$ cat config.mk
export PLATFORM = sky130hd
export DESIGN_NAME = mux_arbiter
export DESIGN_NICKNAME = d
export VERILOG_FILES = /design/src/rtl/mux_arbiter.sv
export SDC_FILE = /design/constraint.sdc
export NUM_CORES = 1
export LEC_CHECK = 0
export BUFFER_PORTS_ARGS = -buffer_cell sky130_fd_sc_hd__clkbuf_2
export CELL_PAD_IN_SITES_DETAIL_PLACEMENT = 1
export CELL_PAD_IN_SITES_GLOBAL_PLACEMENT = 1
export CORE_MARGIN = 10
export CORE_UTILIZATION = 51
export DETAILED_ROUTE_END_ITERATION = 12
export GPL_ROUTABILITY_DRIVEN = 0
export PLACE_DENSITY = 0.95
export SYNTH_ARGS = -nofsm -noshare
export SYNTH_HDL_FRONTEND = slang
export SYNTH_SLANG_ARGS = --single-unit
$ cat constraint.sdc
create_clock -name clk -period 17.3 [get_ports clk]
set_input_delay 3.46 -clock clk [delete_from_list [all_inputs] [get_ports clk]]
set_output_delay 3.46 -clock clk [all_outputs]
set_load 0.01 [all_outputs]
$ cat src/rtl/mux_arbiter.sv
module mux_arbiter #(
  parameter int          NREQ     = 11,
  parameter logic [3:0]  IDLE_SEL = 4'b1111
) (
  input  logic            clk,
  input  logic            rst_n,
  input  logic [NREQ-1:0] req,
  output logic [3:0]      Sel,
  input  logic [17:0]     DatSal,
  output logic [17:0]     out_data,
  output logic            out_valid,
  input  logic            out_ready,
  output logic [NREQ-1:0] grant,
  output logic            busy
);

  typedef enum logic [1:0] {IDLE, SELECT, HOLD} state_t;

  state_t     state;
  logic [3:0] last;
  logic [3:0] cur;
  logic [3:0] pick;
  logic [3:0] idx;
  logic       found;

  // Round-robin search: first set req bit starting at last+1, wrapping modulo NREQ.
  always_comb begin
    pick  = '0;
    idx   = '0;
    found = 1'b0;
    for (int unsigned k = 1; k <= NREQ; k++) begin
      idx = 4'((32'(last) + k) % NREQ);
      if (!found && req[idx]) begin
        found = 1'b1;
        pick  = idx;
      end
    end
  end

  always_ff @(posedge clk or negedge rst_n) begin
    if (!rst_n) begin
      state     <= IDLE;
      Sel       <= IDLE_SEL;
      out_data  <= '0;
      out_valid <= 1'b0;
      grant     <= '0;
      busy      <= 1'b0;
      last      <= 4'(NREQ - 1);
      cur       <= '0;
    end else begin
      grant <= '0;
      case (state)
        IDLE: begin
          if (found) begin
            Sel   <= pick;
            cur   <= pick;
            state <= SELECT;
            busy  <= 1'b1;
          end else begin
            Sel   <= IDLE_SEL;
            busy  <= 1'b0;
          end
        end
        SELECT: begin
          out_data  <= DatSal;
          out_valid <= 1'b1;
          state     <= HOLD;
          busy      <= 1'b1;
        end
        HOLD: begin
          if (out_ready) begin
            out_valid  <= 1'b0;
            grant[cur] <= 1'b1;
            last       <= cur;
            Sel        <= IDLE_SEL;
            state      <= IDLE;
            busy       <= 1'b0;
          end
        end
        default: begin
          state <= IDLE;
          Sel   <= IDLE_SEL;
          busy  <= 1'b0;
        end
      endcase
    end
  end

endmodule

Word-level counts from Yosys, hierarchy flattened
Cells that the tools add are included.
{"block": "totals", "register_bits": 45, "input_bits": 32, "word_cells": 134}
{"block": "classes", "addsub": 11, "div": 11, "n_lt_le_gt_ge": 13, "eq_ne": 4, "muxes": 58, "bitwise": 1, "n_reduce_logical": 28}
{"cell": "modulo 32 x 4 -> 32 bit, second input constant", "n": 11}
{"cell": "less-than comparator 4 x 5 -> 1 bit, second input constant", "n": 12}
{"cell": "two-way mux 4 bit", "n": 13}
{"cell": "binary-select mux 1 bit (select 4 bit)", "n": 11}
{"cell": "two-way mux 1 bit", "n": 25}
{"cell": "two-way mux 11 bit", "n": 2}
{"cell": "adder 4 x 3 -> 5 bit, second input constant", "n": 4}
{"cell": "adder 4 x 4 -> 5 bit, second input constant", "n": 4}
{"cell": "one-hot mux 4 bit (3 select lines)", "n": 1}
{"cell": "logical AND 1 bit", "n": 11}
{"cell": "adder 4 x 2 -> 5 bit, second input constant", "n": 2}
{"cell": "zero test 1 bit", "n": 10}
{"cell": "AND reduction 2 bit", "n": 5}
{"cell": "one-hot mux 2 bit (3 select lines)", "n": 1}
{"cell": "adder 4 x 1 -> 5 bit, second input constant", "n": 1}
{"cell": "demux 1 bit (select 4 bit)", "n": 1}
{"cell": "greater-or-equal comparator 4 x 1 -> 1 bit, second input constant", "n": 1}
{"cell": "two-way mux 2 bit", "n": 2}
{"cell": "inequality test 2 bit, second input constant", "n": 2}
{"cell": "one-hot mux 1 bit (3 select lines)", "n": 1}
{"cell": "equality test 2 x 1 -> 1 bit, second input constant", "n": 1}
{"cell": "equality test 2 bit, second input constant", "n": 1}
{"cell": "zero test 2 bit", "n": 1}
{"cell": "one-hot mux 1 bit (2 select lines)", "n": 1}
{"cell": "2 further kinds", "n": 2}

Longest topological paths before layout
Gate-level depths: netlist of run 1.
{"block": "depth", "ltp_word": 37, "depth_mapped": 27, "depth_no_buf": 21}

Least setup slack after synthesis of run 1
OpenSTA, ideal clock, no wires.
{"block": "synth_timing", "path_type": "register -> register", "from": "register last[0]", "to": "register cur[3]", "arrival_ns": 6.133, "required_time_ns": 17.174, "slack_ns": 11.041, "stages_incl_launch_ff": 28, "period_less_slack_ns": 6.259, "path_cell_list": "dfrtp_1 > buf_6 > buf_6 > clkinv_1 > clkbuf_1 > buf_1 > ha_1 > ha_1 > a2111oi_2 > a2111oi_0 > a31o_2 > or2_1 > buf_2 > inv_1 > ha_1 > clkbuf_1 > mux2_2 > a22oi_1 > inv_1 > a2111oi_0 > a211oi_1 > a2111oi_1 > nor4_2 > nor3b_4 > nand2_2 > a2111o_1 > a221oi_2 > nor2_1"}
{"block": "synth_between", "elab_chain_cells": 36}
{"item": "from (decl)", "line": "20", "rtl": "logic [3:0] last;"}
{"item": "from (signal assigned)", "line": "48", "rtl": "last <= 4'(NREQ - 1);"}
{"item": "from (signal assigned)", "line": "74", "rtl": "last <= cur;"}
{"item": "adder 4 x 1 -> 5 bit", "line": "32", "rtl": "idx = 4'((32'(last) + k) % NREQ);"}
{"item": "modulo 32 x 4 -> 32 bit", "line": "32"}
{"item": "binary-select mux 1 bit (select 4 bit)", "line": "33", "rtl": "if (!found && req[idx]) begin"}
{"item": "two-way mux 1 bit (not written as such)", "line": "33"}
{"item": "two-way mux 1 bit", "line": "33"}
{"item": "zero test 1 bit", "line": "33"}
{"item": "logical AND 1 bit", "line": "33"}
{"item": "two-way mux 1 bit", "line": "33"}
{"item": "(+20 left out)"}
{"item": "two-way mux 1 bit", "line": "33"}
{"item": "zero test 1 bit", "line": "33"}
{"item": "logical AND 1 bit", "line": "33"}
{"item": "two-way mux 1 bit", "line": "33"}
{"item": "zero test 1 bit", "line": "33"}
{"item": "logical AND 1 bit", "line": "33"}
{"item": "two-way mux 1 bit", "line": "33"}
{"item": "AND reduction 2 bit (no source line)"}
{"item": "to (signal assigned)", "line": "56", "rtl": "cur <= pick;"}
{"item": "to (decl)", "line": "21", "rtl": "logic [3:0] cur;"}
Parallel ways exist; a longest one is shown, timed or not. The select of a mux whose other input is x is not followed.
A chain may end at the register's enable or synchronous reset.

Worst setup path in the final report of run 1
{"block": "layout_timing", "from": "register last[1]", "to": "register cur[1]"}
Same word-level chain as after synthesis.

==> flow_summary.ini, run 1 <==
[timing]
report.final.hold_viol_count = 0
slew-limit-headroom = 0.1785
finalSetupViolCount = 0
min_period_over_period = 0.4834
finClkSkew_ps = 13.68
fin_tns_setup_ps = 0
finalCriticalPeriod_ps = 8363
drv_slew = 0
worst_pin_slew_ps = 1223
rsz0062_at_grt = false
max_freq_mhz = 119.6

[drt]
vias = 9921
drcViolationCount = 0
wl_met3_um = 3337
routed.top_layer = met4
initialDrtViolationCount = 1162
met2_length_um = 16940
wl_per_cell_um = 27.48
final_antenna_net_count = 0
drt_pre_antenna_iters = 6
routed_wl_um = 36570
avgViaCountPerCell = 7.454
wl_met1_um = 13770

[logic_synthesis]
ys_seq_area_frac = 0.1300
netlist.area_leader.share = 0.1120
synth_area_leaders = dfrtp_1 (11%), mux2i_1 (7.1%), ha_1 (5.9%)
synth_nets = 1181
synth_largest_area_cell = dfrtp_1
yosys_warnings = 0
syn_area_sq_mm = 0.008717
synth-seq-cells = 45
synth_top_flop_cell = dfrtp_1
synth_edf_count = 0
synthCells = 1108
synth_area_per_cell_sq_um = 7.867
synthArstFlopShare = 1.000
synth.distinct_cells = 118

[run_status]
outcome = completed

[worst_hold_path]
min_path_cells = 1
hold_class = reg2reg
hold_end = out_data[3]
hold_path_startpoint = out_data[3]

[worst_setup_path]
crit_arrival_ps = 8490
crit_type = reg2reg
critical_path.max_fanout = 28
worstReg2RegStart = last[1]
regToRegSetupSlack_ps = 8940
start_kind = register
critical_path_required_ps = 17430
r2r.worst_path.cells = 16
reg2reg_to = cur[1]
cp-end-kind = register

[global_routing]
grt_pass1_wl_um = 56570
grt-ovfl-total = 0
grt_max_degree = 46
grt_pass1_vias = 10020
antenna_found_initial = 0
track_usage = 0.3104

[cells_and_area]
final_area_sq_mm = 0.009148
drive_gt1_frac = 0.1962
n_fill_cell = 2074
seqCellArea_sq_mm = 0.001137
diodes = 0
nNetsFinal = 1183
multi_input_area_sq_mm = 0.006942
syn2layout_area_growth_pct = 4.938

[clock_tree]
cts_buffers = 5
postCtsSetupBuffers = 0
clock_path_buffers = 2
cts_max_level = 2
clk_pin_slew_worst_paths_ps = 80
cts_resized = 0
cts_sinks = 45
insertion_delay_ps = 310
cts_hold_buffers = 0
cts_root_buf = clkbuf_16
tritoncts = built

[die]
rows = 47
ios = 67
die_w_um = 150.7
die_area_sq_mm = 0.02272
die_h_um = 150.7
core_sq_mm = 0.01664
initial_core_util = 0.5238

[placement]
dp_hpwl_um = 25810
port_buffers = 66
place_area_sq_mm = 0.008972

[job]
max-cap-violations = 0
## Yosys cell counts, types with 14 or more instances
cell type / number
ha_1: 41
nand3_1: 22
o22ai_1: 19
a21oi_1: 52
a211oi_1: 19
buf_2: 21
nor2b_1: 19
xnor2_1: 20
o21ai_0: 43
nand2_1: 68
mux2_2: 38
mux2i_1: 62
clkbuf_1: 31
o211ai_1: 15
or3_1: 14
nor3_1: 48
inv_1: 46
a31oi_1: 19
nor2_1: 92
nand2b_1: 31
dfrtp_1: 39
nor4_1: 14
## state kept, by name, indices dropped and copies added (netlist names)
register,count
out_data,18
cur,4
busy,1
last,4
out_valid,1
state,2
grant,11
Sel,4
## worst max path at each step
stage | slack [ps] | startpoint | end
final | 8940 | last[1] | cur[1]
after CTS | 9260 | last[1] | cur[1]
after floorplan | 11040 | last[0] | cur[3]
after detailed placement | 9760 | last[1] | cur[1]
after global routing | 8710 | last[1] | cur[1]
after global placement | 10390 | last[1] | cur[3]
## per-stage QoR
stage	util	instances	hold WS, ps	worst slack [ps]
global route	0.5497	1331	516.3	8715
CTS	0.5497	1331	504.8	9260
finish	0.5497	1331	508.0	8937
floorplan	-	1108	489.4	11040
global placement	0.5391	1323	458.9	10390
detailed placement	0.5391	1323	474.0	9757
## kinds of logic (layout without fill, tap and decap cells)
| family | Yosys count | after routing | synth area share |
|---|---|---|---|
| buffers and inverters | 137 | 140 | 0.07392 |
| AND/OR/NAND/NOR | 401 | 401 | 0.2500 |
| AO/OA/AOI/OAI | 342 | 342 | 0.2986 |
| XOR/XNOR | 29 | 29 | 0.03560 |
| adder cells (fa/ha/maj) | 41 | 41 | 0.05885 |
| multiplexers | 113 | 113 | 0.1530 |
| flip-flops | 45 | 45 | 0.1300 |
## placed cells by master (no fill, tap or decap), types with 10 or more instances in the layout
master,instances
a211oi_1,19
a21oi_1,52
and2_1,10
mux2_2,38
buf_4,10
or3_1,14
mux4_2,10
inv_1,46
ha_1,41
a221oi_1,10
a21o_1,10
nand2_1,68
nor3_1,48
nand3_1,22
nand2b_1,31
o21ai_0,43
mux2i_1,62
nor2b_1,18
nor4_1,14
a31oi_1,19
o31ai_1,10
nor2_1,92
xnor2_1,20
o211ai_1,15
or2_2,11
dfrtp_1,38
clkbuf_2,66
o22ai_1,19
## critical path, stage by stage, from the launching register on
cell       delay (ps)
dfstp_2           920
inv_1             300
ha_1             1040
ha_1              590
a221oi_1          160
nor3_1            800
or2_2             290
ha_1              350
a21oi_1           110
a22oi_1           920
mux4_2            660
a2111oi_2         430
nand3b_2          340
or2_2             240
nand3b_1          130
a2111oi_1         710
a211oi_1          180
## routing by layer
layer	up-vias	global-route usage
li1	4230	-
met1	4767	0.3651
met2	703	0.5092
met3	221	0.06453
met4	0	0.1867
met5	-	0
## final cells by class
type	count	share of cell area
Clock buffer	5	0.01368
Multi-Input combinational cell	926	0.7589
Timing Repair Buffer	76	0.04432
Clock inverter	3	0.005471
Tap cell	220	0.03009
Inverter	56	0.02325
Sequential cell	45	0.1243
Power of run 1 is not shown: default switching activity piles up to over one toggle a cycle in this logic, so the estimate is an artifact.
==> run 2, diff against run 1 <==
--- a/config.mk
+++ b/config.mk
@@ -9,10 +9,10 @@
 export CELL_PAD_IN_SITES_DETAIL_PLACEMENT = 1
 export CELL_PAD_IN_SITES_GLOBAL_PLACEMENT = 1
 export CORE_MARGIN = 10
-export CORE_UTILIZATION = 51
+export CORE_UTILIZATION = 47
 export DETAILED_ROUTE_END_ITERATION = 12
 export GPL_ROUTABILITY_DRIVEN = 0
-export PLACE_DENSITY = 0.95
+export PLACE_DENSITY = 0.92
 export SYNTH_ARGS = -nofsm -noshare
 export SYNTH_HDL_FRONTEND = slang
 export SYNTH_SLANG_ARGS = --single-unit
==> constraint.sdc (replaced) <==
create_clock -name clk -period 7.9 [get_ports clk]
set_input_delay 1.58 -clock clk [delete_from_list [all_inputs] [get_ports clk]]
set_output_delay 1.58 -clock clk [all_outputs]
set_load 0.01 [all_outputs]
==> flow_summary.ini, run 2 (synthesis results as in run 1) <==
[timing]
report.final.hold_viol_count = 0
slew-limit-headroom = 0.1790
worst_pin_slew_ps = 1232
hold_slack_ps = 510.2
rsz0062_at_grt = false
fin_tns_setup_ps = 0
finClkSkew_ps = 8.936
fin_ws_ps = 781.1
finalCriticalPeriod_ps = 7119
drv_slew = 0
max_freq_mhz = 140.5
finalSetupViolCount = 0
min_period_over_period = 0.9011

[cells_and_area]
regMostFlops = out_data
n_fill_cell = 2272
multi_input_area_sq_mm = 0.006942
syn2layout_area_growth_pct = 5.009
largest_registers = out_data x18, grant x11
finalNonFillerCells = 1341
seqCellArea_sq_mm = 0.001137
nNetsFinal = 1183
largest_register_ff_count = 18
drive_gt1_frac = 0.1953
final_cell_mix = nor2_1 (92), nand2_1 (68), clkbuf_2 (66)
final_common_cell = nor2_1

[worst_setup_path]
cpMostUsedCell = inv_1
crit_type = reg2reg
start_kind = register
crit_slowest_cell = dfstp_2
cpLargestDelayFamily = compound AO/OA/AOI/OAI gates
critical_path.max_fanout = 20
crit_start = last[1]
crit_chain = inv_1 -> ha_1 -> clkinv_1 -> a2111oi_0 -> a31o_2 -> or2_1 -> inv_1 -> ha_1 -> mux2_2 -> a22oi_1 -> inv_1 -> a2111oi_0 -> a211oi_1 -> a2111oi_1 -> nor4_2 -> nor3b_4 -> nand4b_2 -> or3_1 -> a211oi_2 -> nor2_1
crit_path_max_incr_delay_ps = 840
crit_arrival_ps = 7300
worstReg2RegStart = last[1]
critical_path_required_ps = 8080
cp-end-kind = register
cp_num_buf_inv = 4

[placement]
post-place-ws_ps = 1112
port_buffers = 66
dpl.cell_count = 1332
dp_hpwl_um = 25650

[global_routing]
track_usage = 0.2811
antenna_found_initial = 1
grt_pass1_wl_um = 55690
grt_max_degree = 53
grt_pass1_vias = 9922
grt-ovfl-total = 0

[clock_tree]
cts_root_buf = clkbuf_16
cts_sinks = 45
cts_max_level = 2
postCtsSetupBuffers = 0
cts_buffers = 5
insertion_delay_ps = 300
cts_hold_buffers = 0
clock_path_buffers = 2
clk_pin_slew_worst_paths_ps = 70
tritoncts = built
cts_resized = 0

[die]
die_w_um = 156.2
initial_core_util = 0.4820
ios = 67
core_sq_mm = 0.01809
die_h_um = 156.2
die_area_sq_mm = 0.02439
rows = 49

[drt]
drcViolationCount = 0
vias = 9758
wl_per_cell_um = 26.37
initialDrtViolationCount = 1305
routed_wl_um = 35360
drt_pre_antenna_iters = 6
final_antenna_net_count = 0
avgViaCountPerCell = 7.277

[run_status]
outcome = completed

[job]
max-cap-violations = 0

[worst_hold_path]
hold_class = reg2reg
hold_path_startpoint = out_data[14]
## run 2: cell count changes in the layout (fill, tap and decap cells not counted), sizes merged
cell	before	now
clkbuf	71	72
diode	0	1
inv	55	54
## run 2: through the flow
stage            util  area (sq um)
2_1_floorplan       -          8717
3_3_place_gp   0.4967          8984
3_5_place_dp   0.4967          8984
4_1_cts        0.5060          9151
5_1_grt        0.5060          9151
6_report       0.5061          9154
## run 2: final timing paths
path	end	slack [ps]	depth (start not counted)
min reg2reg	out_data[14]	510	1
min in group asynchronous	cur[2]	1370	2
min	out_data[14]	510	1
max reg2reg	cur[2]	780	20
max in group asynchronous	last[0]	6070	2
max	cur[2]	780	20
## run 2: per-layer routing
layer	vias up	track usage	routed length, um
li1	4222	-	-
met1	4757	0.3319	13360
met2	585	0.4643	16350
met3	194	0.05459	3264
met4	0	0.1681	2381
met5	-	0	0
## run 2: cell type report
cell class,instances,area share
well taps,229,0.03130
inverters,56,0.02324
multi-input cells,926,0.7583
flip-flops and latches,45,0.1242
clock inverters,2,0.004237
repair buffers,76,0.04429
clock buffers,6,0.01408
diodes,1,0.0002734
## run 2: worst reg2reg max path: cells and delay by family (launching register included)
kind	cells	cell delay [ps]
compound gates	7	1940
simple gates	6	1670
fa+ha+maj	2	1210
buf+inv	4	960
flops	1	840
mux	1	400
Power of run 2 is left out for the same reason.
